**src/rtl/am_lock_rx.sv**
```systemverilog
// Per-lane 40GBASE-R alignment-marker lock: finds the lane marker, checks it every
// AM_GAP_N+1 valid blocks and flags confirmed markers to deskew with one cycle of latency.
module am_lock_rx #(
    parameter int unsigned BLOCK_W  = 66,
    parameter int unsigned LANE_N   = 4,
    parameter int unsigned AM_GAP_N = 16383,
    parameter int unsigned INV_N    = 4
) (
    input  logic                                  clk,
    input  logic                                  reset,
    input  logic                                  valid_i,
    input  logic                                  block_lock_v_i,
    input  logic [BLOCK_W-1:0]                    data_i,
    output logic                                  valid_o,
    output logic [BLOCK_W-1:0]                    data_o,
    output logic                                  am_lite_v_o,
    output logic                                  am_lite_lock_v_o,
    output logic [$clog2(LANE_N)-1:0]             lane_o
);

    localparam int unsigned LANE_W = $clog2(LANE_N);
    localparam int unsigned CNT_W  = $clog2(AM_GAP_N + 1);
    localparam int unsigned INV_W  = $clog2(INV_N + 1);

    localparam logic [CNT_W-1:0] GAP_LAST = CNT_W'(AM_GAP_N);
    localparam logic [INV_W-1:0] INV_LAST = INV_W'(INV_N - 1);

    typedef enum logic [1:0] {
        StSearch,
        StCheck,
        StLocked
    } state_e;

    state_e              state_q, state_d;
    logic [CNT_W-1:0]    blk_cnt_q, blk_cnt_d;
    logic [INV_W-1:0]    inv_cnt_q, inv_cnt_d;
    logic [LANE_W-1:0]   lane_q, lane_d;
    logic                am_v_d;

    logic [LANE_N-1:0]   lane_hit;
    logic                any_hit;
    logic [LANE_W-1:0]   hit_lane;
    logic                slot;
    logic                own_hit;

    // {[55:32],[23:0]} of each lane's marker; BIP bytes are excluded.
    function automatic logic [47:0] am_pattern(input int unsigned lane);
        case (lane)
            0:       am_pattern = 48'hb8896f_477690;
            1:       am_pattern = 48'h193b0f_e6c4f0;
            2:       am_pattern = 48'h649a3a_9b65c5;
            3:       am_pattern = 48'hc2865d_3d79a2;
            default: am_pattern = 48'h0;
        endcase
    endfunction

    function automatic logic is_marker(input logic [BLOCK_W-1:0] blk, input int unsigned lane);
        logic [47:0] pat;
        pat = am_pattern(lane);
        is_marker = (lane < 4) && (blk[65:64] == 2'b10) &&
                    (blk[55:32] == pat[47:24]) && (blk[23:0] == pat[23:0]);
    endfunction

    always_comb begin
        lane_hit = '0;
        for (int unsigned i = 0; i < LANE_N; i++) begin
            lane_hit[i] = is_marker(data_i, i);
        end
    end

    // Lowest-numbered hit wins; the patterns are distinct so at most one fires.
    always_comb begin
        hit_lane = '0;
        for (int i = LANE_N - 1; i >= 0; i--) begin
            if (lane_hit[i]) begin
                hit_lane = LANE_W'(i);
            end
        end
    end

    assign any_hit = |lane_hit;
    assign own_hit = lane_hit[lane_q];
    assign slot    = (blk_cnt_q == GAP_LAST);

    always_comb begin
        state_d   = state_q;
        blk_cnt_d = blk_cnt_q;
        inv_cnt_d = inv_cnt_q;
        lane_d    = lane_q;
        am_v_d    = 1'b0;

        if (!block_lock_v_i) begin
            state_d   = StSearch;
            blk_cnt_d = '0;
            inv_cnt_d = '0;
        end else if (valid_i) begin
            unique case (state_q)
                StSearch: begin
                    if (any_hit) begin
                        lane_d    = hit_lane;
                        blk_cnt_d = '0;
                        state_d   = StCheck;
                    end
                end
                StCheck: begin
                    if (slot) begin
                        blk_cnt_d = '0;
                        if (own_hit) begin
                            state_d   = StLocked;
                            inv_cnt_d = '0;
                            am_v_d    = 1'b1;
                        end else begin
                            state_d = StSearch;
                        end
                    end else begin
                        blk_cnt_d = blk_cnt_q + CNT_W'(1);
                    end
                end
                StLocked: begin
                    if (slot) begin
                        blk_cnt_d = '0;
                        if (own_hit) begin
                            inv_cnt_d = '0;
                            am_v_d    = 1'b1;
                        end else if (inv_cnt_q == INV_LAST) begin
                            inv_cnt_d = '0;
                            state_d   = StSearch;
                        end else begin
                            inv_cnt_d = inv_cnt_q + INV_W'(1);
                        end
                    end else begin
                        blk_cnt_d = blk_cnt_q + CNT_W'(1);
                    end
                end
                default: begin
                    state_d = StSearch;
                end
            endcase
        end
    end

    always_ff @(posedge clk) begin
        if (reset) begin
            state_q          <= StSearch;
            blk_cnt_q        <= '0;
            inv_cnt_q        <= '0;
            lane_q           <= '0;
            valid_o          <= 1'b0;
            data_o           <= '0;
            am_lite_v_o      <= 1'b0;
            am_lite_lock_v_o <= 1'b0;
        end else begin
            state_q          <= state_d;
            blk_cnt_q        <= blk_cnt_d;
            inv_cnt_q        <= inv_cnt_d;
            lane_q           <= lane_d;
            valid_o          <= valid_i;
            data_o           <= data_i;
            am_lite_v_o      <= am_v_d;
            // Lock reflects the state the block was evaluated in, gated by block lock.
            am_lite_lock_v_o <= block_lock_v_i && (state_q == StLocked);
        end
    end

    assign lane_o = lane_q;

endmodule
```
**config.mk**
```make
export PLATFORM = sky130hd
export DESIGN_NAME = am_lock_rx
export DESIGN_NICKNAME = d
export VERILOG_FILES = /design/src/rtl/am_lock_rx.sv
export SDC_FILE = /design/constraint.sdc
export NUM_CORES = 1
export LEC_CHECK = 0
export ABC_AREA = 1
export ABC_CLOCK_PERIOD_IN_PS = 1700
export CAP_MARGIN = 10
export CELL_PAD_IN_SITES_DETAIL_PLACEMENT = 1
export CELL_PAD_IN_SITES_GLOBAL_PLACEMENT = 2
export CORE_MARGIN = 2
export CORE_UTILIZATION = 21
export CTS_CLUSTER_SIZE = 24
export DETAILED_ROUTE_END_ITERATION = 10
export PLACE_DENSITY = 0.84
export SYNTH_ARGS = -nofsm -noshare
export SYNTH_HDL_FRONTEND = slang
export SYNTH_SLANG_ARGS = --single-unit
export TNS_END_PERCENT = 100
```
**constraint.sdc**
```tcl
create_clock -name clk -period 1.7 [get_ports clk]
set_input_delay 0.255 -clock clk [delete_from_list [all_inputs] [get_ports clk]]
set_output_delay 0.255 -clock clk [all_outputs]
set_load 0.01 [all_outputs]
```
== Word-level counts from Yosys, hierarchy flattened ==
Cells that the tools add are included.
Cells by class
  add/subtract/negate cells: 2
  $mul: 0
  div/mod/pow operators: 0
  order comparisons: 1
  eq/ne operators: 19
  shift-type cells: 0
  multiplexer cells: 23
  bitwise gates (word level): 4
  reductions and logical operators: 20
Operator list (count)
  equality test 24 bit, second input constant: 4
  equality test 24 x 23 -> 1 bit, second input constant: 2
  2-to-1 mux 14 bit: 2
  one-hot mux 14 bit (2 select lines): 1
  equality test 24 x 21 -> 1 bit, second input constant: 1
  equality test 24 x 22 -> 1 bit, second input constant: 1
  2-to-1 mux 2 bit: 10
  2-to-1 mux 3 bit: 5
  adder 14 x 1 -> 14 bit, second input constant: 1
  equality test 14 bit, second input constant: 1
  != test 2 bit, second input constant: 6
  logical AND 1 bit: 9
  one-hot mux 2 bit (3 select lines): 1
  one-hot mux 3 bit (2 select lines): 1
  AND reduction 6 bit: 1
  AND reduction 5 bit: 1
  OR reduction 5 bit: 1
  equality test 2 bit, second input constant: 2
  NOT 1 bit: 4
  AND reduction 4 bit: 1
  nonzero test 2 bit: 2
  OR reduction 2 bit: 2
  OR reduction 4 bit: 1
  adder 3 x 1 -> 3 bit, second input constant: 1
  other kinds (7): 8
Storage, ports and cells
  bits in registers: 90
  bits in latches: 0
  RAM bits: 0
  ROM bits: 0
  input port bits: 70
  output and inout bits: 71
  word-level logic and storage cells: 77
  memories kept: 0

== Logic depth before layout (Yosys ltp) ==
  depth in word-level cells: 8
  depth in mapped cells: 15
  mapped depth without buffers: 15

== Least setup slack after synthesis ==
OpenSTA, ideal clock, no wires.
  path type: reg2reg
  from: register blk_cnt_q[0]
  to: register state_q[0]
  library setup time: 0.113 ns
  arrival time: 1.543 ns
  data required time: 1.587 ns
  slack: 0.044 ns
  stages on the path, launching flop included: 13
  path buffers: 0
  clock period less this slack: 1.656 ns
  path through: dfxtp_1 -> ha_1 -> nand2_1 -> nor2_4 -> nand2_1 -> nor3_2 -> nand2_1 -> nand2_1 -> nand3_1 -> a21oi_1 -> nand2_1 -> nor2_1 -> nor2_1
On the way
  longest elaborated chain between the ends: 3
  elaborated cells between the ends (all ways): 4
  those cells by class: 3 x eq/ne; 1 x reduce/logical
Ends and longest elaborated chain
  start, declared: RTL line 35  | logic [CNT_W-1:0] blk_cnt_q, blk_cnt_d;
  start signal, assigned: RTL line 154  | blk_cnt_q <= blk_cnt_d;
  equality test 14 bit (*): RTL line 83  | assign slot = (blk_cnt_q == GAP_LAST);
  != test 2 bit (no line)
  AND reduction 6 bit (no line) (*)
  end signal, assigned: RTL line 144  | state_q <= StSearch;
  end signal, assigned: RTL line 153  | state_q <= state_d;
  end, declared: RTL line 34  | state_e state_q, state_d;
Every way passes the cells marked *; elsewhere a longest branch is shown, timed or not.
A chain may end at the register's enable or synchronous reset.

== Final worst setup path ==
  from: register lane_q[1] (netlist: lane_o[1])
  to: output lane_o[1]
RTL lines
  start, declared: RTL line 37  | logic [LANE_W-1:0] lane_q, lane_d;
  start signal, assigned: RTL line 156  | lane_q <= lane_d;
  end, declared: RTL line 18  | output logic [$clog2(LANE_N)-1:0] lane_o
No word-level cell between the ends.

==> results.sh <==
export IMPL_hp_start="data_i[32]"
export IMPL_cts_tree="done"
export IMPL_worstPathRequired_ns=1.44
export IMPL_p_leak_nw=3.371
export IMPL_fin_crit_sh_pct=95.85
export IMPL_yosys_area_top_type_share_pct=41.46
export IMPL_synthTopCellsByArea="dfxtp_1, nor2_1, nand2_1, inv_1, nand3_1"
export IMPL_fill_cells=2583
export IMPL_cts_buffers_inserted=9
export IMPL_synth_cells=687
export IMPL_cp_slowest_cell="clkdlybuf4s50_1"
export IMPL_finalNonFillerCells=1225
export IMPL_seq_area_frac_synth_pct=41.46
export IMPL_crit_family="buffers and inverters"
export IMPL_rrSetupSlack_ns=0.07
export IMPL_worstSetupStartpointType="flop"
export IMPL_avgViaCountPerCell=4.166
export IMPL_root_buffer="clkbuf_16"
export IMPL_synth_cell_types=32
export IMPL_synth_seq_cells=90
export IMPL_dr_pass1_iters=4
export IMPL_overflow=0
export IMPL_drive_above_1_share_pct=27.96
export IMPL_postCtsHoldBufs=0
export IMPL_syn_nets=762
export IMPL_critPathBufInv=1
export IMPL_setup_viol=0
export IMPL_drc=0
export IMPL_area_growth_pct=72.99
export IMPL_diodes=0
export IMPL_clkSinkCount=90
export IMPL_ir_worst_vdd_uv=434.6
export IMPL_synth_area_leader_cell="dfxtp_1"
export IMPL_drv_slew=0
export IMPL_die_area_sq_um=21860
export IMPL_ys_top_cells_by_count="nor2_1, nand2_1, inv_1"
export IMPL_initial_core_util_pct=21.41
export IMPL_clk_pin_slew_ns=0.07
export IMPL_dp_cells=1200
export IMPL_yosys_warnings=0
export IMPL_worst_path_largest_cell_delay_ns=0.59
export IMPL_synth_async_sr_flop_share_pct=0
export IMPL_period_minus_slack_ns=1.629
export IMPL_die_height_microns=147.9
export IMPL_grt_pass1_vias=5109
export IMPL_rsz0062_at_grt="yes"
export IMPL_path_cells="clkdlybuf4s50_1"
export IMPL_fin_nets=1025
export IMPL_status="complete, no violations"
export IMPL_drtAntennaViolNets=0
export IMPL_grt_pass1_wl_mm=27.21
export IMPL_cap_violations=0
export IMPL_cp_startpoint="lane_o[1]"
export IMPL_reg2reg_from="blk_cnt_q[0]"
export IMPL_wl_mm=17.28
export IMPL_max_freq_mhz=613.7
export IMPL_fin_skew_ns=0.006781
export IMPL_antenna_found_initial=0
export IMPL_io_buffers=140
export IMPL_cp_max_fo=4
export IMPL_insertion_delay_ns=0.35
export IMPL_die_w_microns=147.9
export IMPL_avgSynthCellArea_sq_um=6.325
export IMPL_tns_ns=0
export IMPL_worst_slew_pin_transition_ns=0.3444
export IMPL_crit_type="reg2out"
export IMPL_end_kind="output pin"
export IMPL_core_sq_um=20300
export IMPL_grt_usage_pct=15.92
export IMPL_grt_max_degree=69
export IMPL_cp_arrival_ns=1.37
export IMPL_cts_path_max_buffers=2
export IMPL_dp_hpwl_mm=13.88
export IMPL_vias=5103
export IMPL_synth_edff_count=0
export IMPL_dominantRegCellSynth="dfxtp_1"
export IMPL_io_pins=141
export IMPL_power_density_nw_per_um2=684.1
export IMPL_finalHoldViolations=0
export IMPL_timing_slew_headroom_pct=76.90
export IMPL_wl_per_cell_microns=14.11
export IMPL_htreeDepth=3
export IMPL_drt_iter0_drc=197
export IMPL_synth_most_common_cell="nor2_1"
export IMPL_gp_congestion=0.8479
export IMPL_rows=52
export IMPL_hold_path_class="in2reg"
export IMPL_netlist_area_sq_um=4345
## layer usage
layer  global-route usage (%)  up-vias  wire [microns]
met5                        0        -               0
met2                    25.40      113            7682
met1                    22.41     2372            8469
met3                    3.056       13             972
met4                    3.333        0             157
li1                         -     2605               -
## report_power, final
part	internal [W]	total (W)	switching (W)
combinational	0.000451	0.000871	0.000420
clock	0.00115	0.00206	0.000906
sequential	0.00219	0.00221	0.0000207
## worst min-delay path, delay by kind of cell
kind	cells	cell delay, ns
buffers and inverters	2	0.18
AND/OR/NAND/NOR	1	0.04
## final cells by class
| type | count | area (sq um) | share of cell area, % |
|---|---|---|---|
| clock buffers | 11 | 232.7 | 3.096 |
| clock inverters | 5 | 63.81 | 0.8489 |
| inverters | 110 | 425.4 | 5.659 |
| multi-input cells | 476 | 2406 | 32.01 |
| flip-flops and latches | 90 | 1807 | 24.03 |
| well taps | 270 | 337.8 | 4.494 |
| repair buffers | 263 | 2245 | 29.86 |
## through the flow
stage	setup slack [ns]	hold WS [ns]	util (%)	cell area [sq um]	total power, W
floorplan	0.04383	0.3620	-	4345	0.002505
finish	0.07053	0.1681	37.03	7517	0.005142
detailed placement	-0.7184	0.4468	33.97	6895	0.003131
global placement	-0.7520	0.4311	33.97	6895	0.003120
global route	-0.08114	0.2019	37.03	7517	0.005405
CTS	-0.002165	0.3356	36.42	7393	0.005210
## sequential cells by signal (all words and copies together) (netlist names)
signal	cells
am_lite_lock_v_o	1
lane_o	2
am_lite_v_o	1
valid_o	1
data_o	66
state_q	2
inv_cnt_q	3
blk_cnt_q	14
## kinds of logic (layout without fill, tap and decap cells)
kind of cell | count (synthesis) | in the layout | share of synthesized area, %
fa+ha+maj | 5 | 5 | 1.440
buf+inv | 121 | 389 | 10.74
compound gates | 32 | 32 | 3.772
xor+xnor | 8 | 8 | 1.613
simple gates | 431 | 431 | 40.97
flops | 90 | 90 | 41.46
## worst paths after layout
check,cells past startpoint,to
setup / recovery,1,lane_o[1]
hold / removal,3,data_o[32]
setup reg to reg,12,state_q[0]
hold reg to reg,2,inv_cnt_q[2]
## placed cells by master (no fill, tap or decap), drive strengths merged
| cell | instances |
|---|---|
| a21oi | 23 |
| and2 | 4 |
| and3 | 1 |
| buf | 124 |
| bufinv | 1 |
| clkbuf | 29 |
| clkdlybuf4s15 | 10 |
| clkdlybuf4s50 | 89 |
| clkinv | 5 |
| clkinvlp | 1 |
| dfxtp | 90 |
| dlygate4sd2 | 22 |
| ha | 5 |
| inv | 108 |
| nand2 | 159 |
| nand3 | 34 |
| nand3b | 2 |
| nand4 | 12 |
| nor2 | 199 |
| nor3 | 17 |
| nor3b | 1 |
| nor4 | 1 |
| nor4b | 1 |
| o21ai | 8 |
| o311ai | 1 |
| xnor2 | 2 |
| xor2 | 6 |
## timing repair
| action | in CTS | in global routing |
|---|---|---|
| setup buffers | 6 | 3 |
| gates cloned | 0 | 0 |
| setup endpoints to repair | 23 | 21 |
| pin swaps | 30 | 26 |
| gates resized for setup | 122 | 94 |
(Power assumes the default switching activity.)
